==> src/rtl/lfa_pkg.sv <==
// ---------------------------------------------------------------------------
// lfa_pkg
// Shared definitions for the Ladner-Fischer adder Wishbone initiator.
//
// Contents:
//   lfa_state_e  - initiator sequence states (IDLE, WR_AB, WR_CIN, RD_RES)
//   LFA_OFS_*    - responder register offsets relative to the base address
//   LFA_COUT_BIT - bit position of the carry-out in the result read word
//   LFA_TMO_W    - width of the per-phase timeout counter (TIMEOUT <= 255)
//   lfa_golden   - reference 17-bit {cout, sum} of a + b + cin
// ---------------------------------------------------------------------------
package lfa_pkg;

  typedef enum logic [1:0] {
    IDLE   = 2'd0,
    WR_AB  = 2'd1,
    WR_CIN = 2'd2,
    RD_RES = 2'd3
  } lfa_state_e;

  // Responder register map, byte offsets from BASE_ADR
  localparam logic [31:0] LFA_OFS_AB  = 32'h0000_0000;
  localparam logic [31:0] LFA_OFS_CIN = 32'h0000_0004;
  localparam logic [31:0] LFA_OFS_RES = 32'h0000_0008;

  localparam int LFA_COUT_BIT = 16;

  localparam int LFA_TMO_W = 8;

  // Reference addition used by the optional self-check
  function automatic logic [16:0] lfa_golden(input logic [15:0] a,
                                             input logic [15:0] b,
                                             input logic        cin);
    return {1'b0, a} + {1'b0, b} + {16'b0, cin};
  endfunction

endpackage

==> src/rtl/lfa_wb_timeout.sv <==
// ---------------------------------------------------------------------------
// lfa_wb_timeout
// Loadable down-counter that flags when a bus phase has waited its full
// allowance without an acknowledge.
//
// Ports:
//   clk_i       in   clock, rising edge
//   rst_i       in   asynchronous active-high reset
//   load_i      in   reload the counter (phase entry)
//   load_val_i  in   value loaded on load_i (the wait allowance in cycles)
//   en_i        in   count down this cycle (a phase is in progress)
//   expired_o   out  the edge ending this cycle is the last allowed one
// ---------------------------------------------------------------------------
module lfa_wb_timeout
  import lfa_pkg::*;
(
  input  logic                 clk_i,
  input  logic                 rst_i,
  input  logic                 load_i,
  input  logic [LFA_TMO_W-1:0] load_val_i,
  input  logic                 en_i,
  output logic                 expired_o
);

  logic [LFA_TMO_W-1:0] cnt_q;
  logic [LFA_TMO_W-1:0] cnt_d;

  // Load wins over counting; the count parks at zero instead of wrapping.
  always_comb begin
    cnt_d = cnt_q;
    if (load_i) begin
      cnt_d = load_val_i;
    end else if (en_i && (cnt_q != '0)) begin
      cnt_d = cnt_q - 1'b1;
    end
  end

  always_ff @(posedge clk_i or posedge rst_i) begin
    if (rst_i) begin
      cnt_q <= '0;
    end else begin
      cnt_q <= cnt_d;
    end
  end

  // The counter holds N at phase entry, so a value of 1 marks the Nth
  // waiting cycle: the phase gives up at the edge closing that cycle.
  assign expired_o = en_i && (cnt_q == LFA_TMO_W'(1));

endmodule

==> src/rtl/lfa_wb_initiator.sv <==
// ---------------------------------------------------------------------------
// lfa_wb_initiator
// Wishbone traffic generator for the 16-bit Ladner-Fischer adder responder.
// A start request writes {b, a} to BASE_ADR+0 and cin to BASE_ADR+4, then
// reads {.., cout, sum} from BASE_ADR+8. cyc/stb stay high across all three
// back-to-back classic cycles. A phase without an acknowledge inside TIMEOUT
// cycles aborts the sequence with a sticky error.
//
// Optional feature macro: LFA_WB_INITIATOR_CHECK_EN
//   defined   - a local golden adder compares the read result and drives
//               mismatch_o
//   undefined - mismatch_o is tied low
//
// Parameters:
//   BASE_ADR  responder base address
//   TIMEOUT   cycles allowed per phase for an acknowledge (1..255)
//
// Ports:
//   wb_clk_i    in   clock
//   wb_rst_i    in   asynchronous active-high reset
//   start_i     in   start request, honoured only while idle
//   a_i, b_i    in   16-bit operands
//   cin_i       in   carry-in
//   busy_o      out  sequence in progress
//   done_o      out  one-cycle completion pulse (success or timeout)
//   sum_o       out  last successfully read sum
//   cout_o      out  last successfully read carry-out
//   err_o       out  sticky timeout flag, cleared by the next start
//   mismatch_o  out  read result disagreed with the golden model
//   wbm_*       Wishbone master port towards the adder responder
// ---------------------------------------------------------------------------
module lfa_wb_initiator
  import lfa_pkg::*;
#(
  parameter logic [31:0] BASE_ADR = 32'h3000_0000,
  parameter int unsigned TIMEOUT  = 16
) (
  input  logic        wb_clk_i,
  input  logic        wb_rst_i,
  input  logic        start_i,
  input  logic [15:0] a_i,
  input  logic [15:0] b_i,
  input  logic        cin_i,
  output logic        busy_o,
  output logic        done_o,
  output logic [15:0] sum_o,
  output logic        cout_o,
  output logic        err_o,
  output logic        mismatch_o,
  output logic        wbm_cyc_o,
  output logic        wbm_stb_o,
  output logic        wbm_we_o,
  output logic [3:0]  wbm_sel_o,
  output logic [31:0] wbm_adr_o,
  output logic [31:0] wbm_dat_o,
  input  logic [31:0] wbm_dat_i,
  input  logic        wbm_ack_i
);

  localparam logic [LFA_TMO_W-1:0] TMO_LOAD = LFA_TMO_W'(TIMEOUT);

  lfa_state_e  state_q;
  logic        busy_q;
  logic        done_q;
  logic [15:0] a_q;
  logic [15:0] b_q;
  logic        cin_q;
  logic [15:0] sum_q;
  logic        cout_q;
  logic        err_q;
  logic        cyc_q;
  logic        stb_q;
  logic        we_q;
  logic [3:0]  sel_q;
  logic [31:0] adr_q;
  logic [31:0] dat_q;

  logic        tmo_expired;
  logic        tmo_load;
  logic        accept;
  logic        phase_ack;
  logic        rd_done;
  logic        tmo_abort;

  // The read word's upper bits carry nothing of interest.
  logic [14:0] unused_dat;
  assign unused_dat = wbm_dat_i[31:17];

  // An ack only counts while a phase is on the bus; acks seen in IDLE are
  // stray and ignored. An ack arriving on the last allowed cycle still wins
  // over the timeout.
  assign accept    = (state_q == IDLE) && start_i;
  assign phase_ack = busy_q && wbm_ack_i;
  assign rd_done   = (state_q == RD_RES) && wbm_ack_i;
  assign tmo_abort = busy_q && !wbm_ack_i && tmo_expired;

  // Every phase entry (start acceptance or an ack that moves to another
  // bus phase) restarts the wait allowance.
  assign tmo_load = accept || (phase_ack && (state_q != RD_RES));

  lfa_wb_timeout u_timeout (
    .clk_i      (wb_clk_i),
    .rst_i      (wb_rst_i),
    .load_i     (tmo_load),
    .load_val_i (TMO_LOAD),
    .en_i       (busy_q),
    .expired_o  (tmo_expired)
  );

  // Sequencer. Bus signals are registered together with the state so each
  // phase presents its address/data from the cycle it is entered; leaving
  // the last phase (by ack or by timeout) clears the bus in the same edge.
  always_ff @(posedge wb_clk_i or posedge wb_rst_i) begin
    if (wb_rst_i) begin
      state_q <= IDLE;
      busy_q  <= 1'b0;
      done_q  <= 1'b0;
      a_q     <= '0;
      b_q     <= '0;
      cin_q   <= 1'b0;
      sum_q   <= '0;
      cout_q  <= 1'b0;
      err_q   <= 1'b0;
      cyc_q   <= 1'b0;
      stb_q   <= 1'b0;
      we_q    <= 1'b0;
      sel_q   <= '0;
      adr_q   <= '0;
      dat_q   <= '0;
    end else begin
      done_q <= 1'b0;
      case (state_q)
        IDLE: begin
          if (start_i) begin
            a_q     <= a_i;
            b_q     <= b_i;
            cin_q   <= cin_i;
            err_q   <= 1'b0;
            state_q <= WR_AB;
            busy_q  <= 1'b1;
            cyc_q   <= 1'b1;
            stb_q   <= 1'b1;
            we_q    <= 1'b1;
            sel_q   <= 4'hF;
            adr_q   <= BASE_ADR + LFA_OFS_AB;
            dat_q   <= {b_i, a_i};
          end
        end

        WR_AB: begin
          if (wbm_ack_i) begin
            state_q <= WR_CIN;
            adr_q   <= BASE_ADR + LFA_OFS_CIN;
            dat_q   <= {31'b0, cin_q};
          end
        end

        WR_CIN: begin
          if (wbm_ack_i) begin
            state_q <= RD_RES;
            we_q    <= 1'b0;
            adr_q   <= BASE_ADR + LFA_OFS_RES;
            dat_q   <= '0;
          end
        end

        RD_RES: begin
          if (wbm_ack_i) begin
            sum_q   <= wbm_dat_i[15:0];
            cout_q  <= wbm_dat_i[LFA_COUT_BIT];
            done_q  <= 1'b1;
            state_q <= IDLE;
            busy_q  <= 1'b0;
            cyc_q   <= 1'b0;
            stb_q   <= 1'b0;
            we_q    <= 1'b0;
            sel_q   <= '0;
            adr_q   <= '0;
            dat_q   <= '0;
          end
        end

        default: begin
          state_q <= IDLE;
          busy_q  <= 1'b0;
        end
      endcase

      // Timeout abort from any bus phase: results are left untouched.
      if (tmo_abort) begin
        err_q   <= 1'b1;
        done_q  <= 1'b1;
        state_q <= IDLE;
        busy_q  <= 1'b0;
        cyc_q   <= 1'b0;
        stb_q   <= 1'b0;
        we_q    <= 1'b0;
        sel_q   <= '0;
        adr_q   <= '0;
        dat_q   <= '0;
      end
    end
  end

`ifdef LFA_WB_INITIATOR_CHECK_EN
  logic [16:0] golden;
  logic        mismatch_q;

  assign golden = lfa_golden(a_q, b_q, cin_q);

  // Verdict refreshes on the same edges that raise done_o; a timed-out
  // operation has no result to judge, so it reads as no mismatch.
  always_ff @(posedge wb_clk_i or posedge wb_rst_i) begin
    if (wb_rst_i) begin
      mismatch_q <= 1'b0;
    end else if (rd_done) begin
      mismatch_q <= (wbm_dat_i[16:0] != golden);
    end else if (tmo_abort) begin
      mismatch_q <= 1'b0;
    end
  end

  assign mismatch_o = mismatch_q;
`else
  logic unused_rd_done;
  assign unused_rd_done = rd_done;
  assign mismatch_o     = 1'b0;
`endif

  assign busy_o    = busy_q;
  assign done_o    = done_q;
  assign sum_o     = sum_q;
  assign cout_o    = cout_q;
  assign err_o     = err_q;
  assign wbm_cyc_o = cyc_q;
  assign wbm_stb_o = stb_q;
  assign wbm_we_o  = we_q;
  assign wbm_sel_o = sel_q;
  assign wbm_adr_o = adr_q;
  assign wbm_dat_o = dat_q;

endmodule

==> config.mk <==
export PLATFORM = sky130hd
export DESIGN_NAME = lfa_wb_initiator
export DESIGN_NICKNAME = d
export VERILOG_FILES = /design/src/rtl/lfa_pkg.sv /design/src/rtl/lfa_wb_timeout.sv /design/src/rtl/lfa_wb_initiator.sv
export SDC_FILE = /design/constraint.sdc
export NUM_CORES = 1
export LEC_CHECK = 0
export BUFFER_PORTS_ARGS = -buffer_cell sky130_fd_sc_hd__buf_2
export CELL_PAD_IN_SITES_DETAIL_PLACEMENT = 1
export CELL_PAD_IN_SITES_GLOBAL_PLACEMENT = 1
export CORE_MARGIN = 10
export CORE_UTILIZATION = 38
export DETAILED_ROUTE_END_ITERATION = 8
export GPL_TIMING_DRIVEN = 0
export PLACE_DENSITY = 0.94
export SLEW_MARGIN = 20
export SYNTH_ARGS = -nofsm -noshare
export SYNTH_HDL_FRONTEND = slang
export SYNTH_SLANG_ARGS = --single-unit
export TNS_END_PERCENT = 10
==> constraint.sdc <==
create_clock -name wb_clk_i -period 5.3 [get_ports wb_clk_i]
set_clock_uncertainty 0.2 [all_clocks]
set_input_delay 1.06 -clock wb_clk_i [delete_from_list [all_inputs] [get_ports wb_clk_i]]
set_output_delay 1.06 -clock wb_clk_i [all_outputs]
set_load 0.01 [all_outputs]
==> results.cfg <==
[synthesis]
synth.top_cell.area_share_pct = 46.4
ys_seq_area_share_pct = 46.4
syn-instance-count = 343
synthTopCellsByArea = dfrtp_1 46%, o31ai_1 7.9%, o2111ai_1 7.5%, buf_4 7.5%, a21oi_1 5.9%
synth_area_leader_cell = dfrtp_1
syn_area_per_cell_um2 = 10.5
synth_seq_cells = 67
async_flop_share_pct = 100
syn_area_mm2 = 0.00362
ys_types = 42
synthFlopType = dfrtp_1
ys_warn_count = 0
synth-edff-count = 0

[grt]
antenna_found_initial = 0
gr-total-overflow = 0
track_usage_pct = 16.7
grt_pass1_wl_um = 19200
grt_max_degree = 47
grt_pass1_vias = 3594

[routing]
wl_per_cell_um = 18.6
drt_pass1_iterations = 4
via_count = 3296
ant_nets = 0
wl_um = 11800
vias_per_cell = 5.21
drt-initial-drc-count = 192
drc = 0

[timing]
finalSetupViolCount = 0
fmax_mhz = 379
worst_pin_slew_ps = 679
min_period_ps = 2640
grt_setup_unrepaired = no
slew_headroom_pct = 54.5
finalMaxSlewViolations = 0
final-hold-violation-count = 0
fin_crit_sh_pct = 49.8
finalSetupTns_ps = 0

[floorplanning]
die-area_mm2 = 0.0138
core_area_mm2 = 0.00924
die_w_um = 118
ios = 161
row_count = 35
dieHeight_um = 118
initial_utilization_pct = 39.1

[clocking]
cts_buffers = 9
cts_tree = yes
cts.repair.resized = 0
hold_buffers = 0
clockBufferDepth = 2
cts_root_buf = clkbuf_8
clock_latency_ps = 350
post-cts-setup-buffers = 0
htree_levels = 3
path_clk_slew_ps = 80
cts.sinks = 67

[worst_setup_path]
crit_type = reg2reg
arrival_ps = 2710
crit_required_ps = 5370
cp_max_fo = 10
r2r_cells = 7
worstSetupEndpointType = flip-flop
start_kind = flip-flop

[run]
maxCapViolations = 0

[final_layout]
n_antenna_cell = 0
fillers = 1114
final_common_cell = buf_2
drive_above_1_share_pct = 39.7
nNetsFinal = 578
synthToLayoutAreaGrowth_pct = 29.8
final_cell_mix = 121 x buf_2, 67 x dfrtp_1, 43 x a21oi_1, 38 x o31ai_1, 36 x buf_4

[pwr]
ir_worst_vdd_mv = 0.321
powerDensity_mw_per_mm2 = 568
leakage_nw = 2.37
power_mw = 2.66

[worst_hold_path]
whs_path_depth = 1
worstHoldPathType = reg2reg

[placed_design]
gp_congestion = 0.802
place.port_buffers = 116
dpl.hpwl_um = 8970

[run_status]
status = complete, no violations
power breakdown:
part	total (mW)	leakage, nW	internal, mW	switching (mW)
Sequential	0.906	0.851	0.748	0.157
Clock	0.436	0.0958	0.219	0.216
Combinational	1.32	1.43	0.538	0.785
Total	2.66	2.37	1.51	1.16
kinds of logic after synthesis:
family	share of synthesized area, %
compound gates	24.7
fa+ha+maj	3.46
buf+inv	11.8
flops	46.4
mux	6.75
other cells	0.104
simple gates	6.85
sequential cells by signal, indices dropped and copies added (netlist names):
register,cells
wbm_sel_o,1
sum_o,16
wbm_adr_o,3
wbm_dat_o,32
cout_o,1
cin_q,1
state_q,2
err_o,1
done_o,1
wbm_we_o,1
u_timeout.cnt_q,8
Yosys cell counts (all sizes together), types with 2 or more instances:
master / number
nor3: 5
or3: 2
and3b: 2
o2111ai: 31
o211ai: 3
and2: 2
mux2i: 3
nand2: 5
o31ai: 38
ha: 10
nand2b: 2
nand3: 3
a211oi: 2
buf: 42
nor2: 2
nor2b: 3
o221ai: 2
or4: 4
o21ai: 5
a21oi: 43
clkbuf: 28
dfrtp: 67
inv: 6
mux2: 19
worst paths after layout:
check,from,end,slack [ps]
max,state_q[0],wbm_sel_o[2],2660
min,err_o,err_o,300
max reg2reg,state_q[0],wbm_sel_o[2],2660
min reg2reg,err_o,err_o,300
max in group asynchronous,wb_rst_i,u_timeout.cnt_q[1],3920
min in group asynchronous,wb_rst_i,sum_o[0],450
area by class of cell:
| class | instances | area, um2 | share of cell area (%) |
|---|---|---|---|
| buffer | 70 | 404 | 8.61 |
| clock buffer | 9 | 124 | 2.64 |
| clock inverter | 7 | 76.3 | 1.63 |
| inverter | 6 | 25.0 | 0.533 |
| multi-input combinational | 228 | 1620 | 34.5 |
| sequential | 67 | 1680 | 35.7 |
| tap | 129 | 161 | 3.44 |
| timing repair buffer | 117 | 608 | 13.0 |
per-layer routing:
layer	share of wire, %	global-route usage, %	up-vias	wire (um)
li1	-	-	1548	-
met2	50	27.6	122	5850
met5	0	0	-	0
met1	43	20.1	1613	5000
met4	1.6	4.79	0	185
met3	6.1	5.56	13	722
metrics by stage:
step / hold WS (ps) / utilization, % / instance area, um2 / setup WS (ps) / std cells
detailed placement: 286 / 48.6 / 4490 / 2370 / 617
finish: 301 / 50.8 / 4690 / 2660 / 633
CTS: 304 / 50.8 / 4690 / 2670 / 633
global route: 338 / 50.8 / 4690 / 2480 / 633
floorplan: 273 / - / 3720 / 2360 / 371
global placement: 258 / 48.3 / 4460 / 1530 / 616
worst max-delay path, cell delays in order, from the launching register on:
cell      delay, ps
dfrtp_1         450
inv_1           160
ha_1            240
nor2b_1         360
clkbuf_1        410
buf_1           410
o21ai_0         160
a21oi_1         170
Power figures use the tool's default switching activity.
